### src/rtl/cpu_ad48_trap_unit_if.sv
// Commit-side trap port bundle: exception/ERET/CSR-write requests in, flush/redirect/CSR state out.
interface cpu_ad48_trap_unit_if;
  logic        exc_valid;
  logic [3:0]  exc_cause;
  logic [47:0] exc_pc;
  logic        eret_valid;
  logic        csr_we;
  logic [1:0]  csr_waddr;
  logic [47:0] csr_wdata;
  logic        flush;
  logic        redirect_valid;
  logic [47:0] redirect_pc;
  logic        busy;
  logic [47:0] csr_epc;
  logic [47:0] csr_cause;
  logic [47:0] csr_status;
  logic [1:0]  priv_mode;

  modport master (
    output exc_valid, exc_cause, exc_pc, eret_valid, csr_we, csr_waddr, csr_wdata,
    input  flush, redirect_valid, redirect_pc, busy, csr_epc, csr_cause, csr_status, priv_mode
  );

  modport slave (
    input  exc_valid, exc_cause, exc_pc, eret_valid, csr_we, csr_waddr, csr_wdata,
    output flush, redirect_valid, redirect_pc, busy, csr_epc, csr_cause, csr_status, priv_mode
  );
endinterface

### src/rtl/cpu_ad48_trap_unit.sv
// Trap sequencer: commit exception/ERET -> CSR update, flush for FLUSH_CYCLES, one-cycle redirect.
// Requests arriving while busy belong to squashed instructions and are dropped.
module cpu_ad48_trap_unit #(
  parameter logic [47:0] TRAP_VECTOR  = 48'd32,
  parameter int unsigned FLUSH_CYCLES = 2
) (
  input logic                  clk,
  input logic                  rst,
  cpu_ad48_trap_unit_if.slave  bus
);

  typedef enum logic [1:0] {
    IDLE     = 2'd0,
    FLUSH    = 2'd1,
    REDIRECT = 2'd2
  } state_t;

  localparam logic [3:0] FLUSH_LAST = 4'(FLUSH_CYCLES);

  state_t      state, state_nxt;
  logic [3:0]  cnt;
  logic [47:0] target;
  logic [47:0] epc, cause, status, redirect_pc;
  logic [1:0]  priv;
  logic        flush, redirect_valid, busy;
  logic        flush_nxt, redirect_nxt, busy_nxt;
  logic        take_exc, take_eret, take_we;

  // Priority: exception over ERET over software CSR write; all gated to IDLE.
  assign take_exc  = (state == IDLE) && bus.exc_valid;
  assign take_eret = (state == IDLE) && !bus.exc_valid && bus.eret_valid;
  assign take_we   = (state == IDLE) && !bus.exc_valid && !bus.eret_valid && bus.csr_we;

  always_ff @(posedge clk) begin
    if (rst) state <= IDLE;
    else     state <= state_nxt;
  end

  always_comb begin
    state_nxt = state;
    case (state)
      IDLE:     if (take_exc || take_eret) state_nxt = FLUSH;
      FLUSH:    if (cnt == FLUSH_LAST) state_nxt = REDIRECT;
      REDIRECT: state_nxt = IDLE;
      default:  state_nxt = IDLE;
    endcase
  end

  // Outputs decoded from the next state so they come straight off flops.
  always_comb begin
    flush_nxt    = (state_nxt == FLUSH);
    redirect_nxt = (state_nxt == REDIRECT);
    busy_nxt     = (state_nxt != IDLE);
  end

  always_ff @(posedge clk) begin
    if (rst) begin
      flush          <= 1'b0;
      redirect_valid <= 1'b0;
      busy           <= 1'b0;
      redirect_pc    <= 48'd0;
      cnt            <= 4'd0;
    end else begin
      flush          <= flush_nxt;
      redirect_valid <= redirect_nxt;
      busy           <= busy_nxt;
      if (state == FLUSH && cnt == FLUSH_LAST) redirect_pc <= target;
      if (take_exc || take_eret)                cnt <= 4'd1;
      else if (state == FLUSH && cnt != FLUSH_LAST) cnt <= cnt + 4'd1;
      else if (state == REDIRECT)               cnt <= 4'd0;
    end
  end

  always_ff @(posedge clk) begin
    if (rst) begin
      epc    <= 48'd0;
      cause  <= 48'd0;
      status <= 48'd3;
      priv   <= 2'd3;
      target <= 48'd0;
    end else if (take_exc) begin
      epc    <= bus.exc_pc;
      cause  <= {44'd0, bus.exc_cause};
      status <= {status[47:4], priv, 2'd3};
      priv   <= 2'd3;
      target <= TRAP_VECTOR;
    end else if (take_eret) begin
      // Single saved level: previous priv is restored and then cleared to user.
      priv   <= status[3:2];
      status <= {status[47:4], 2'd0, status[3:2]};
      target <= epc;
    end else if (take_we) begin
      case (bus.csr_waddr)
        2'd0: epc   <= bus.csr_wdata;
        2'd1: cause <= bus.csr_wdata;
        2'd2: begin
          status <= bus.csr_wdata;
          priv   <= bus.csr_wdata[1:0];
        end
        default: ;
      endcase
    end
  end

  assign bus.flush          = flush;
  assign bus.redirect_valid = redirect_valid;
  assign bus.redirect_pc    = redirect_pc;
  assign bus.busy           = busy;
  assign bus.csr_epc        = epc;
  assign bus.csr_cause      = cause;
  assign bus.csr_status     = status;
  assign bus.priv_mode      = priv;

endmodule

### src/flat_wrapper.sv
// flat-port wrapper written by rule: the top's interface ports become plain ports
module cpu_ad48_trap_unit_flat 
#(
  parameter logic [47:0] TRAP_VECTOR  = 48'd32,
  parameter int unsigned FLUSH_CYCLES = 2
)
  (clk, rst, bus_exc_valid, bus_exc_cause, bus_exc_pc, bus_eret_valid, bus_csr_we, bus_csr_waddr, bus_csr_wdata, bus_flush, bus_redirect_valid, bus_redirect_pc, bus_busy, bus_csr_epc, bus_csr_cause, bus_csr_status, bus_priv_mode);
  cpu_ad48_trap_unit_if bus_i ();
  input logic clk;
  input logic rst;
  input wire logic [$bits(bus_i.exc_valid)-1:0] bus_exc_valid;
  input wire logic [$bits(bus_i.exc_cause)-1:0] bus_exc_cause;
  input wire logic [$bits(bus_i.exc_pc)-1:0] bus_exc_pc;
  input wire logic [$bits(bus_i.eret_valid)-1:0] bus_eret_valid;
  input wire logic [$bits(bus_i.csr_we)-1:0] bus_csr_we;
  input wire logic [$bits(bus_i.csr_waddr)-1:0] bus_csr_waddr;
  input wire logic [$bits(bus_i.csr_wdata)-1:0] bus_csr_wdata;
  output wire logic [$bits(bus_i.flush)-1:0] bus_flush;
  output wire logic [$bits(bus_i.redirect_valid)-1:0] bus_redirect_valid;
  output wire logic [$bits(bus_i.redirect_pc)-1:0] bus_redirect_pc;
  output wire logic [$bits(bus_i.busy)-1:0] bus_busy;
  output wire logic [$bits(bus_i.csr_epc)-1:0] bus_csr_epc;
  output wire logic [$bits(bus_i.csr_cause)-1:0] bus_csr_cause;
  output wire logic [$bits(bus_i.csr_status)-1:0] bus_csr_status;
  output wire logic [$bits(bus_i.priv_mode)-1:0] bus_priv_mode;
  assign bus_i.exc_valid = bus_exc_valid;
  assign bus_i.exc_cause = bus_exc_cause;
  assign bus_i.exc_pc = bus_exc_pc;
  assign bus_i.eret_valid = bus_eret_valid;
  assign bus_i.csr_we = bus_csr_we;
  assign bus_i.csr_waddr = bus_csr_waddr;
  assign bus_i.csr_wdata = bus_csr_wdata;
  assign bus_flush = bus_i.flush;
  assign bus_redirect_valid = bus_i.redirect_valid;
  assign bus_redirect_pc = bus_i.redirect_pc;
  assign bus_busy = bus_i.busy;
  assign bus_csr_epc = bus_i.csr_epc;
  assign bus_csr_cause = bus_i.csr_cause;
  assign bus_csr_status = bus_i.csr_status;
  assign bus_priv_mode = bus_i.priv_mode;
  cpu_ad48_trap_unit #(.TRAP_VECTOR(TRAP_VECTOR), .FLUSH_CYCLES(FLUSH_CYCLES)) u_core (.clk(clk), .rst(rst), .bus(bus_i));
endmodule
### config.mk
export PLATFORM = sky130hd
export DESIGN_NAME = cpu_ad48_trap_unit_flat
export DESIGN_NICKNAME = d
export VERILOG_FILES = /design/src/rtl/cpu_ad48_trap_unit_if.sv /design/src/rtl/cpu_ad48_trap_unit.sv /design/src/flat_wrapper.sv
export SDC_FILE = /design/constraint.sdc
export NUM_CORES = 1
export LEC_CHECK = 0
export CORE_MARGIN = 5
export CORE_UTILIZATION = 50
export CTS_CLUSTER_DIAMETER = 80
export DETAILED_ROUTE_END_ITERATION = 6
export PLACE_DENSITY = 0.85
export SLEW_MARGIN = 20
export SYNTH_ARGS = -nofsm -noshare
export SYNTH_HDL_FRONTEND = slang
export SYNTH_SLANG_ARGS = --single-unit
### constraint.sdc
create_clock -name clk -period 5.1 [get_ports clk]
set_input_delay 1.275 -clock clk [delete_from_list [all_inputs] [get_ports clk]]
set_output_delay 1.275 -clock clk [all_outputs]
set_load 0.05 [all_outputs]
Word-level counts from Yosys, hierarchy flattened
Cells that the tools add are included.
Widths: inputs -> output; s select.

word-level totals
  register bits = 251
  bits of input ports = 107
  output and inout bits = 197
  logic and storage cells = 82

cells by class
  add/sub/neg operators = 1
  eq/ne operators = 9
  muxes and demuxes = 23
  bitwise gates (word level) = 2
  reduce and logical (&&, ||, !) cells = 31

operators by type and width
  cell                 number
  $mux 48              4
  $mux 4               10
  $reduce_bool 2->1    8
  $mux 6               2
  $mux 2               5
  $reduce_and 3->1     3
  $reduce_bool 3->1    3
  $logic_and 1x1->1    7
  $eq 2x1->1 const B   3
  $eq 2x2->1 const B   3
  $add 4x1->4 const B  1
  $eq 4x2->1 const B   1
  $logic_not 2->1      2
  $ne 4x2->1 const B   1
  $pmux 2 s2           1
  $reduce_and 2->1     2
  $reduce_and 4->1     1
  $reduce_or 2->1      2
  $logic_not 1->1      2
  $ne 2x1->1 const B   1
  $not 1->1            2
  $logic_or 1x1->1     1
  $mux 1               1

Longest topological paths before layout
Gate-level depths: netlist of run 1.

  depth in word-level cells = 7
  depth in mapped cells = 7
  mapped depth without buffers = 5

Worst setup path after synthesis of run 1
Ideal clock, no wire load.

  kind = in2reg
  start = in bus_eret_valid
  end = reg u_core.epc[27] (netlist: u_core.bus.csr_epc[27])
  setup time = 0.119 ns
  arrival time = 2.896 ns
  data required time = 4.981 ns
  slack = 2.085 ns
  cell stages on the path = 6
  path buffers = 3
  path through = or4_4 buf_6 or4b_4 buf_6 buf_6 o221a_1

between the ends
  cells in the longest elaborated chain, start to end = 5
  elaborated cells between the ends (all ways) = 7
  those cells by class = eq/ne: 1; reduce/logical: 6

ends and longest elaborated chain
  element                         line                      source
  start: declaration              flat_wrapper.sv:14        input wire logic [$bits(bus_i.eret_valid)-1:0] bus_eret_valid;
  $logic_not 1->1                 cpu_ad48_trap_unit.sv:32  assign take_we = (state == IDLE) && !bus.exc_valid && !bus.eret_valid && bus.csr_we;
  $logic_and 1x1->1 (2 in a row)  cpu_ad48_trap_unit.sv:32
  $reduce_bool 2->1 (no line)     -
  $reduce_and 3->1 (no line) (*)  -
  end signal: assignment          cpu_ad48_trap_unit.sv:82  epc <= bus.exc_pc;
  end signal: assignment          cpu_ad48_trap_unit.sv:94  2'd0: epc <= bus.csr_wdata;
  end: declaration                cpu_ad48_trap_unit.sv:23  logic [47:0] epc, cause, status, redirect_pc;

Mark *: on every way between the ends. The rest lies on a longest branch, timed or not.
A chain may end at the register's enable or synchronous reset.

Final worst setup path of run 1
  start = in bus_eret_valid
  end = reg u_core.epc[17] (netlist: u_core.bus.csr_epc[17])

The elaborated chain is that of the path after synthesis.

==> results of run 1 <==
## layer usage
layer  share of wire [%]  up-vias  global-route usage, %
met1                  39     4382                   34.7
met4                 3.5        0                   10.2
met3                 9.3       79                   5.68
li1                    -     4341                      -
met2                  48      497                   46.0
met5                   0        -                      0
## path summary, 6_finish.rpt
| path | slack (ns) | endpoint | start | cells after the start |
|---|---|---|---|---|
| worst min-delay path | 0.45 | u_core.bus.redirect_pc[21] | u_core.bus.redirect_pc[21] | 2 |
| worst min register to register | 0.45 | u_core.bus.redirect_pc[21] | u_core.bus.redirect_pc[21] | 2 |
| worst max-delay path | 1.87 | u_core.bus.csr_epc[17] | bus_eret_valid | 4 |
| worst max register to register | 2.65 | u_core.bus.csr_epc[17] | u_core.state[0] | 3 |
## state kept, by name, indices dropped and copies added (netlist names)
signal	count
u_core.bus.csr_cause	48
u_core.bus.redirect_pc	48
u_core.bus.redirect_valid	1
u_core.cnt	4
u_core.bus.csr_epc	48
u_core.target	48
u_core.bus.csr_status	47
u_core.state	2
u_core.bus.flush	1
u_core.bus.busy	1
u_core.bus.priv_mode	1
## synthesized netlist by cell type (3+ instances only)
| master | number |
|---|---|
| dfxtp_1 | 249 |
| nand2_1 | 193 |
| a21oi_1 | 139 |
| clkbuf_1 | 95 |
| o21ai_0 | 93 |
| nand3_1 | 89 |
| o21a_1 | 53 |
| mux2i_1 | 48 |
| o221a_2 | 32 |
| o221a_1 | 20 |
| buf_2 | 8 |
| buf_6 | 5 |
| nor2_1 | 5 |
| inv_1 | 3 |
| nor3_1 | 3 |
| nor3b_1 | 3 |
## stage by stage
stage / std cells / utilization, % / hold WS (ns) / area, µm² / setup WS (ns)
after global routing: 1604 / 70.9 / 0.473 / 13700 / 1.81
after global placement: 1558 / 66.0 / 0.442 / 12700 / 1.43
final: 1604 / 70.9 / 0.454 / 13700 / 1.87
after detailed placement: 1558 / 66.0 / 0.447 / 12700 / 1.38
after floorplan: 1088 / - / 0.437 / 9700 / 2.08
after CTS: 1603 / 70.8 / 0.454 / 13600 / 1.91
## power groups by stage
stage               logic [mW]  registers (mW)  clock network (mW)
finish                   0.610            2.05                1.99
global route             0.638            2.05                2.10
CTS                      0.605            2.04                2.01
detailed placement       0.601            2.09                   0
global placement         0.593            2.08                   0
floorplan                0.202            2.23                   0
## kinds of logic (layout without fill, tap and decap cells)
family,count (synthesis),after routing,synth area share (%)
flip-flops,249,249,51.4
buffers and inverters,114,365,4.98
adder cells (fa/ha/maj),2,2,0.258
AND/OR/NAND/NOR,318,318,14.6
multiplexers,49,49,5.07
AO/OA/AOI/OAI,356,356,23.6
## worst max-delay path: cells and delay by family
kind            cells  cell delay, ns
simple gates        2            1.40
compound gates      1            0.36
buf+inv             1            0.58
## final cells by class
class / instances / area (µm²) / share of cell area (%)
inverter: 3 / 13.8 / 0.101
tap: 265 / 332 / 2.43
multi-input combinational: 725 / 4260 / 31.2
clock buffer: 35 / 756 / 5.53
sequential: 249 / 4980 / 36.5
timing repair buffer: 317 / 3170 / 23.2
clock inverter: 10 / 155 / 1.14
==> flow_summary.yaml, run 1 <==
pwr:
  power_density_nw_per_um2: 340
  switching_share_pct: 25.4
  p_int_mw: 3.46
  peakVddDrop_v: 0.000227
  power.total_mw: 4.64
  p_leak_nw: 4.46
  p_comb_share_pct: 13.2
  switchingPower_mw: 1.18
  p_clk_share_pct: 42.8
  p_seq_share_pct: 44.1
clock_tree:
  cts_tree: "yes"
  htree_levels: 1
  root_buffer: "clkbuf_16"
  cts.repair.resized: 0
  post_cts_buffers: 0
  cts_buffers: 26
  clk_latency_ns: 0.51
  cts_sinks: 249
  clkSlewWorstSetupHoldPaths_ns: 0.06
  hold_buffers: 0
  clockBufferDepth: 3
yosys:
  synth_edf_count: 0
  syn_nets: 1197
  synth_area_leaders: "dfxtp_1, nand2_1, a21oi_1, mux2i_1, o21ai_0"
  syn_inst: 1088
  netlist_area_um2: 9700
  synth_cell_types: 50
  ys.flop_type: "dfxtp_1"
  yosysSeqAreaShare_pct: 51.4
  synth_seq_cells: 249
  yosys.area.top_type: "dfxtp_1"
  synth.top_cell.area_share_pct: 51.4
  syn_avg_cell_area_um2: 8.91
  synthArstFlopShare_pct: 0
  ys_warn_count: 0
sta:
  worstMarginPinSlew_ns: 1.08
  skew_ns: 0.0122
  hold_viol: 0
  fin_crit_sh_pct: 63.3
  setup_violations: 0
  rsz0062_at_grt: "no"
  fmax_ghz: 0.310
  max_slew_margin_pct: 27.7
  finalCriticalPeriod_ns: 3.23
  drv_slew: 0
  finalSetupTns_ns: 0
finish:
  syn2layout_area_growth_pct: 40.9
  drive_gt1_share_pct: 7.84
  layout_common_cells: "clkdlybuf4s50_1, dfxtp_1, nand2_1"
  nNetsFinal: 1431
  diodes: 0
  final_common_cell: "clkdlybuf4s50_1"
  num-fill-cells: 1472
floorplanning:
  rows: 51
  die-area_um2: 22300
  die_h_um: 149
  initial_utilization_pct: 50.3
  fp.dieW_um: 149
  ioPinCount: 304
  core_um2: 19300
detailed_routing:
  ant_nets: 0
  via_per_inst: 5.80
  drc: 0
  via_count: 9299
  dr.pass1.iters: 6
  routedWlPerCell_um: 20.0
  drt_iter0_markers: 720
  routed_wl_um: 32000
setup_path:
  slowest_stage: "or4b_4"
  cp_cell_sequence: "clkdlybuf4s50_1, or4_4, or4b_4, o221a_2"
  cp-start-kind: "input pin"
  worstSetupPathType: "input pin to flop"
  slowest_delay_ns: 0.80
  crit_required_ns: 5.50
  critical_path_arrival_ns: 3.63
  path_max_fanout: 48
  endpoint_kind: "flop"
grt:
  grt_pass1_wl_um: 49400
  grt_antenna_before_repair: 0
  gr-total-overflow: 0
  grt_start_max_net_pins: 99
  first_global_vias: 9062
  grt_usage_pct: 27.3
placement:
  dp_hpwl_um: 20900
  place.gp.congestion: 0.838
  port_buffers: 303
run_status:
  status: "complete, no violations"
worst_hold_path:
  hp-class: "flop to flop"
flow_run:
  max_cap_viol_count: 0
(Power assumes the default switching activity.)
==> inputs of run 2 (changes only) <==
CORE_UTILIZATION = 47   (was 50)
PLACE_DENSITY = 0.81   (was 0.85)
clock period = 3.05 ns   (was 5.1 ns; I/O delays follow)
==> flow_summary.yaml, run 2 (synthesis results as in run 1) <==
run_status:
  status: "complete, no violations"
sta:
  max_slew_margin_pct: 40.9
  fmax_ghz: 0.394
  skew_ns: 0.0107
  worstMarginPinSlew_ns: 0.886
  finalCriticalPeriod_ns: 2.54
  fin_crit_sh_pct: 83.2
  hold_viol: 0
  setup_violations: 0
  drv_slew: 0
  rsz0062_at_grt: "no"
  finalSetupTns_ns: 0
setup_path:
  r2r-start: "u_core.state[1]"
  slowest_delay_ns: 0.87
  critical_path_arrival_ns: 1.78
  critical_path_cell_count: 1
  worstSetupPathType: "flop to primary output"
  cp-start-kind: "flop"
  endpoint_kind: "primary output"
  reg2reg_to: "u_core.bus.csr_status[33]"
  cp_num_buf_inv: 1
  path_max_fanout: 3
  slowest_stage: "clkdlybuf4s50_1"
  cp-startpoint: "u_core.bus.csr_epc[28]"
  path_delay_family: "buffers and inverters"
  ff2ff_path_depth: 4
  regToRegSetupSlack_ns: 0.87
  crit_required_ns: 2.29
  cp-endpoint: "bus_csr_epc[28]"
  cp_cell_sequence: "clkdlybuf4s50_1"
pwr:
  power_density_nw_per_um2: 543
  switching_share_pct: 26.1
  p_comb_share_pct: 14.1
  switchingPower_mw: 1.95
  power.total_mw: 7.47
  p_int_mw: 5.52
  peakVddDrop_v: 0.000409
  p_clk_share_pct: 40.2
  p_leak_nw: 4.52
  p_seq_share_pct: 45.7
grt:
  gr-total-overflow: 0
  grt_pass1_wl_um: 51300
  grt_antenna_before_repair: 0
  first_global_vias: 9040
  grt_usage_pct: 26.1
  grt_start_max_net_pins: 91
finish:
  utilization_pct: 67.8
  diodes: 0
  final_common_cell: "clkdlybuf4s50_1"
  stdcell_count: 1623
  syn2layout_area_growth_pct: 41.9
  drive_gt1_share_pct: 8.65
  layout_common_cells: "clkdlybuf4s50_1, dfxtp_1, nand2_1"
  nNetsFinal: 1446
clock_tree:
  cts_tree: "yes"
  post_cts_buffers: 0
  hold_buffers: 0
  clkSlewWorstSetupHoldPaths_ns: 0.06
  clockBufferDepth: 3
  cts.repair.resized: 0
  clk_latency_ns: 0.51
  root_buffer: "clkbuf_16"
  cts_buffers: 25
  cts_sinks: 249
  htree_levels: 1
floorplanning:
  die-area_um2: 23600
  rows: 52
  core_um2: 20300
  initial_utilization_pct: 47.8
  die_h_um: 154
  fp.dieW_um: 154
  ioPinCount: 304
placement:
  dp.cells: 1580
  port_buffers: 303
  place.gp.congestion: 0.822
  dp_hpwl_um: 21900
detailed_routing:
  ant_nets: 0
  routed_wl_um: 32600
  drc: 0
  dr.pass1.iters: 5
  routedWlPerCell_um: 20.1
  via_count: 9273
  via_per_inst: 5.71
  drt_iter0_markers: 663
flow_run:
  max_cap_viol_count: 0
worst_hold_path:
  hp-class: "flop to flop"
-- run 2: cell count changes in the layout (fill, tap and decap cells not counted), sizes merged --
| cell | change |
|---|---|
| buf | +16 |
| clkinvlp | -2 |
| bufinv | -3 |
| clkbuf | +3 |
-- run 2: final cells by class --
| class | instances | area (µm²) |
|---|---|---|
| timing repair buffer | 333 | 3370 |
| tap | 270 | 338 |
| clock buffer | 38 | 754 |
| clock inverter | 5 | 50.0 |
| multi-input combinational | 725 | 4260 |
| fill | 1607 | 6530 |
| sequential | 249 | 4980 |
| inverter | 3 | 13.8 |
-- run 2: how the worst min path moves through the flow --
stage,startpoint,end,slack (ns),cells past startpoint
6_report,u_core.target[34],u_core.target[34],0.45,2
5_1_grt,u_core.bus.redirect_pc[34],u_core.bus.redirect_pc[34],0.47,2
3_3_place_gp,u_core.bus.redirect_pc[44],u_core.bus.redirect_pc[44],0.44,2
4_1_cts,u_core.target[28],u_core.target[28],0.45,2
2_1_floorplan,u_core.target[0],u_core.target[0],0.44,2
3_5_place_dp,u_core.target[28],u_core.target[28],0.45,2
-- run 2: power by group through the flow --
stage	logic [mW]	clock network, mW	registers (mW)
after floorplan	0.337	0	3.72
after global placement	1.03	0	3.48
after detailed placement	1.04	0	3.49
after CTS	1.05	3.05	3.42
after global routing	1.10	3.18	3.43
final	1.05	3.00	3.42
-- run 2: layer usage --
metal  GRT usage (%)  vias up  wire [µm]
li1                -     4359          -
met4            6.73        0        825
met1            34.2     4411      13300
met5               0        -          0
met3            6.46       55       3040
met2            43.5      448      15400
-- run 2: metrics by stage --
stage | instance area, µm² | setup WS (ns) | hold WS (ns)
detailed placement | 13000 | 0.180 | 0.447
floorplan | 9700 | 0.547 | 0.437
global placement | 13000 | 0.185 | 0.441
finish | 13800 | 0.512 | 0.452
CTS | 13800 | 0.499 | 0.455
global route | 13800 | 0.463 | 0.469
==> inputs of run 3 (changes only) <==
CORE_UTILIZATION = 42   (was 47)
PLACE_DENSITY = 0.76   (was 0.81)
clock period = 2.1 ns   (was 3.05 ns; I/O delays follow)
==> flow_summary.yaml, run 3 (synthesis results as in run 1) <==
clock_tree:
  clockBufferDepth: 3
  clkSlewWorstSetupHoldPaths_ns: 0.06
  cts_buffers: 27
  post_cts_buffers: 0
  cts_sinks: 249
  htree_levels: 1
  root_buffer: "clkbuf_16"
  cts_tree: "yes"
  clk_latency_ns: 0.52
setup_path:
  worstSetupPathType: "input pin to flop"
  cp_cell_sequence: "clkdlybuf4s50_1, or4_4, or4b_4, buf_12, o221a_1"
  critical_path_arrival_ns: 2.50
  cp-start-kind: "input pin"
  reg2reg_to: "u_core.bus.redirect_pc[35]"
  path_delay_family: "simple AND/OR/NAND/NOR gates"
  crit_required_ns: 2.50
  slowest_stage: "or4_4"
  r2r-start: "u_core.cnt[0]"
  path_max_fanout: 23
  ff2ff_path_depth: 7
  endpoint_kind: "flop"
  cp-startpoint: "bus_eret_valid"
  regToRegSetupSlack_ns: 0.09
  slowest_delay_ns: 0.55
  cp_num_buf_inv: 2
pwr:
  switchingPower_mw: 2.97
  power.total_mw: 11.5
  p_int_mw: 8.55
  peakVddDrop_v: 0.000626
  switching_share_pct: 25.8
  p_clk_share_pct: 43.7
  p_seq_share_pct: 43.1
  p_comb_share_pct: 13.2
  p_leak_nw: 5.46
  power_density_nw_per_um2: 826
finish:
  utilization_pct: 61.4
  stdcell_count: 1662
  diodes: 0
  syn2layout_area_growth_pct: 43.7
  layout_common_cells: "dfxtp_1, nand2_1, dlygate4sd2_1"
  nNetsFinal: 1466
  drive_gt1_share_pct: 14.7
  final_common_cell: "dfxtp_1"
detailed_routing:
  dr.pass1.iters: 7
  routed_wl_um: 33000
  ant_nets: 0
  drc: 2
  via_count: 9377
  via_per_inst: 5.64
  routedWlPerCell_um: 19.9
  drt_iter0_markers: 678
sta:
  hold_viol: 0
  whs_ns: 0.450
  finalCriticalPeriod_ns: 2.09
  setup_violations: 0
  rsz0062_at_grt: "yes"
  fmax_ghz: 0.478
  skew_ns: 0.0120
  max_slew_margin_pct: 56.4
  finalSetupTns_ns: 0
  fin_crit_sh_pct: 99.6
  drv_slew: 0
  worstMarginPinSlew_ns: 0.654
floorplanning:
  fp.dieW_um: 162
  ioPinCount: 304
  die-area_um2: 26200
  rows: 55
  initial_utilization_pct: 42.7
  die_h_um: 162
  core_um2: 22700
grt:
  grt_pass1_wl_um: 51500
  grt_usage_pct: 23.9
  grt_antenna_before_repair: 0
  first_global_vias: 9210
  grt_start_max_net_pins: 91
  gr-total-overflow: 0
run_status:
  violations: "DRC"
  status: "finished, violations left"
worst_hold_path:
  whs_path_depth: 2
  holdPathEnd: "u_core.bus.redirect_pc[22]"
  hp-class: "flop to flop"
  min_from: "u_core.target[22]"
placement:
  port_buffers: 303
  dp_hpwl_um: 23000
  dp.cells: 1612
  place.gp.congestion: 0.816
flow_run:
  max_cap_viol_count: 0
## run 3: changes by cell type in the layout (fill, tap and decap cells not counted), moves of 2 or more
cell             previous run  this run
clkinv_2                    4         6
buf_12                      9        20
clkdlybuf4s50_1           302       105
bufinv_16                   1         4
mux2i_1                    48        46
buf_4                      21        81
clkbuf_16                  25        28
mux2i_2                     0         2
dlygate4sd2_1               0       142
clkbuf_1                    5         2
## run 3: metal layers
layer / track usage, % / routed length [µm] / vias to the layer above
met1: 30.7 / 13500 / 4450
met4: 7.92 / 1120 / 0
met5: 0 / 0 / -
met2: 39.2 / 15500 / 445
met3: 6.62 / 2980 / 80
li1: - / - / 4402
## run 3: how the worst max path moves through the flow
stage | to | slack, ns | cells after the start
floorplan | u_core.bus.csr_epc[27] | -0.17 | 6
detailed placement | u_core.bus.csr_epc[0] | -0.49 | 5
global placement | u_core.bus.csr_epc[47] | -0.48 | 5
CTS | u_core.bus.csr_epc[35] | 0.05 | 5
finish | u_core.bus.csr_epc[35] | 0.008 | 5
global route | u_core.bus.csr_epc[35] | -0.001 | 5
## run 3: power by group through the flow
stage | logic [mW] | registers [mW] | clock network [mW]
6_report | 1.52 | 4.96 | 5.03
2_1_floorplan | 0.491 | 5.41 | 0
3_3_place_gp | 1.55 | 5.06 | 0
5_1_grt | 1.60 | 4.97 | 5.32
4_1_cts | 1.52 | 4.96 | 5.11
3_5_place_dp | 1.56 | 5.06 | 0
## run 3: worst register-to-register path, delay by kind of cell, from the launching register on
kind	cells	cell delay (ns)
and+or+nand+nor	2	0.66
muxes	1	0.24
DFF	1	0.35
adders and majority gates	1	0.16
buffers and inverters	3	0.52
## run 3: layout make-up
cell class | instances | area, µm²
clock inverter | 12 | 166
timing repair buffer | 351 | 3340
inverter | 3 | 13.8
tap | 285 | 357
multi-input combinational | 725 | 4280
sequential | 249 | 4990
clock buffer | 37 | 793
fill | 1989 | 8770
## run 3: through the flow
step | instance area (µm²) | setup WS, ns
6_report | 13900 | 0.00812
2_1_floorplan | 9700 | -0.165
5_1_grt | 13900 | -0.00132
3_3_place_gp | 13100 | -0.478
3_5_place_dp | 13100 | -0.492
4_1_cts | 13900 | 0.0529
## run 3: timing repair
action                     CTS  global route
resized for setup          142             4
cloned                       0             1
hold buffers                 0             0
setup endpoints to repair  142            10
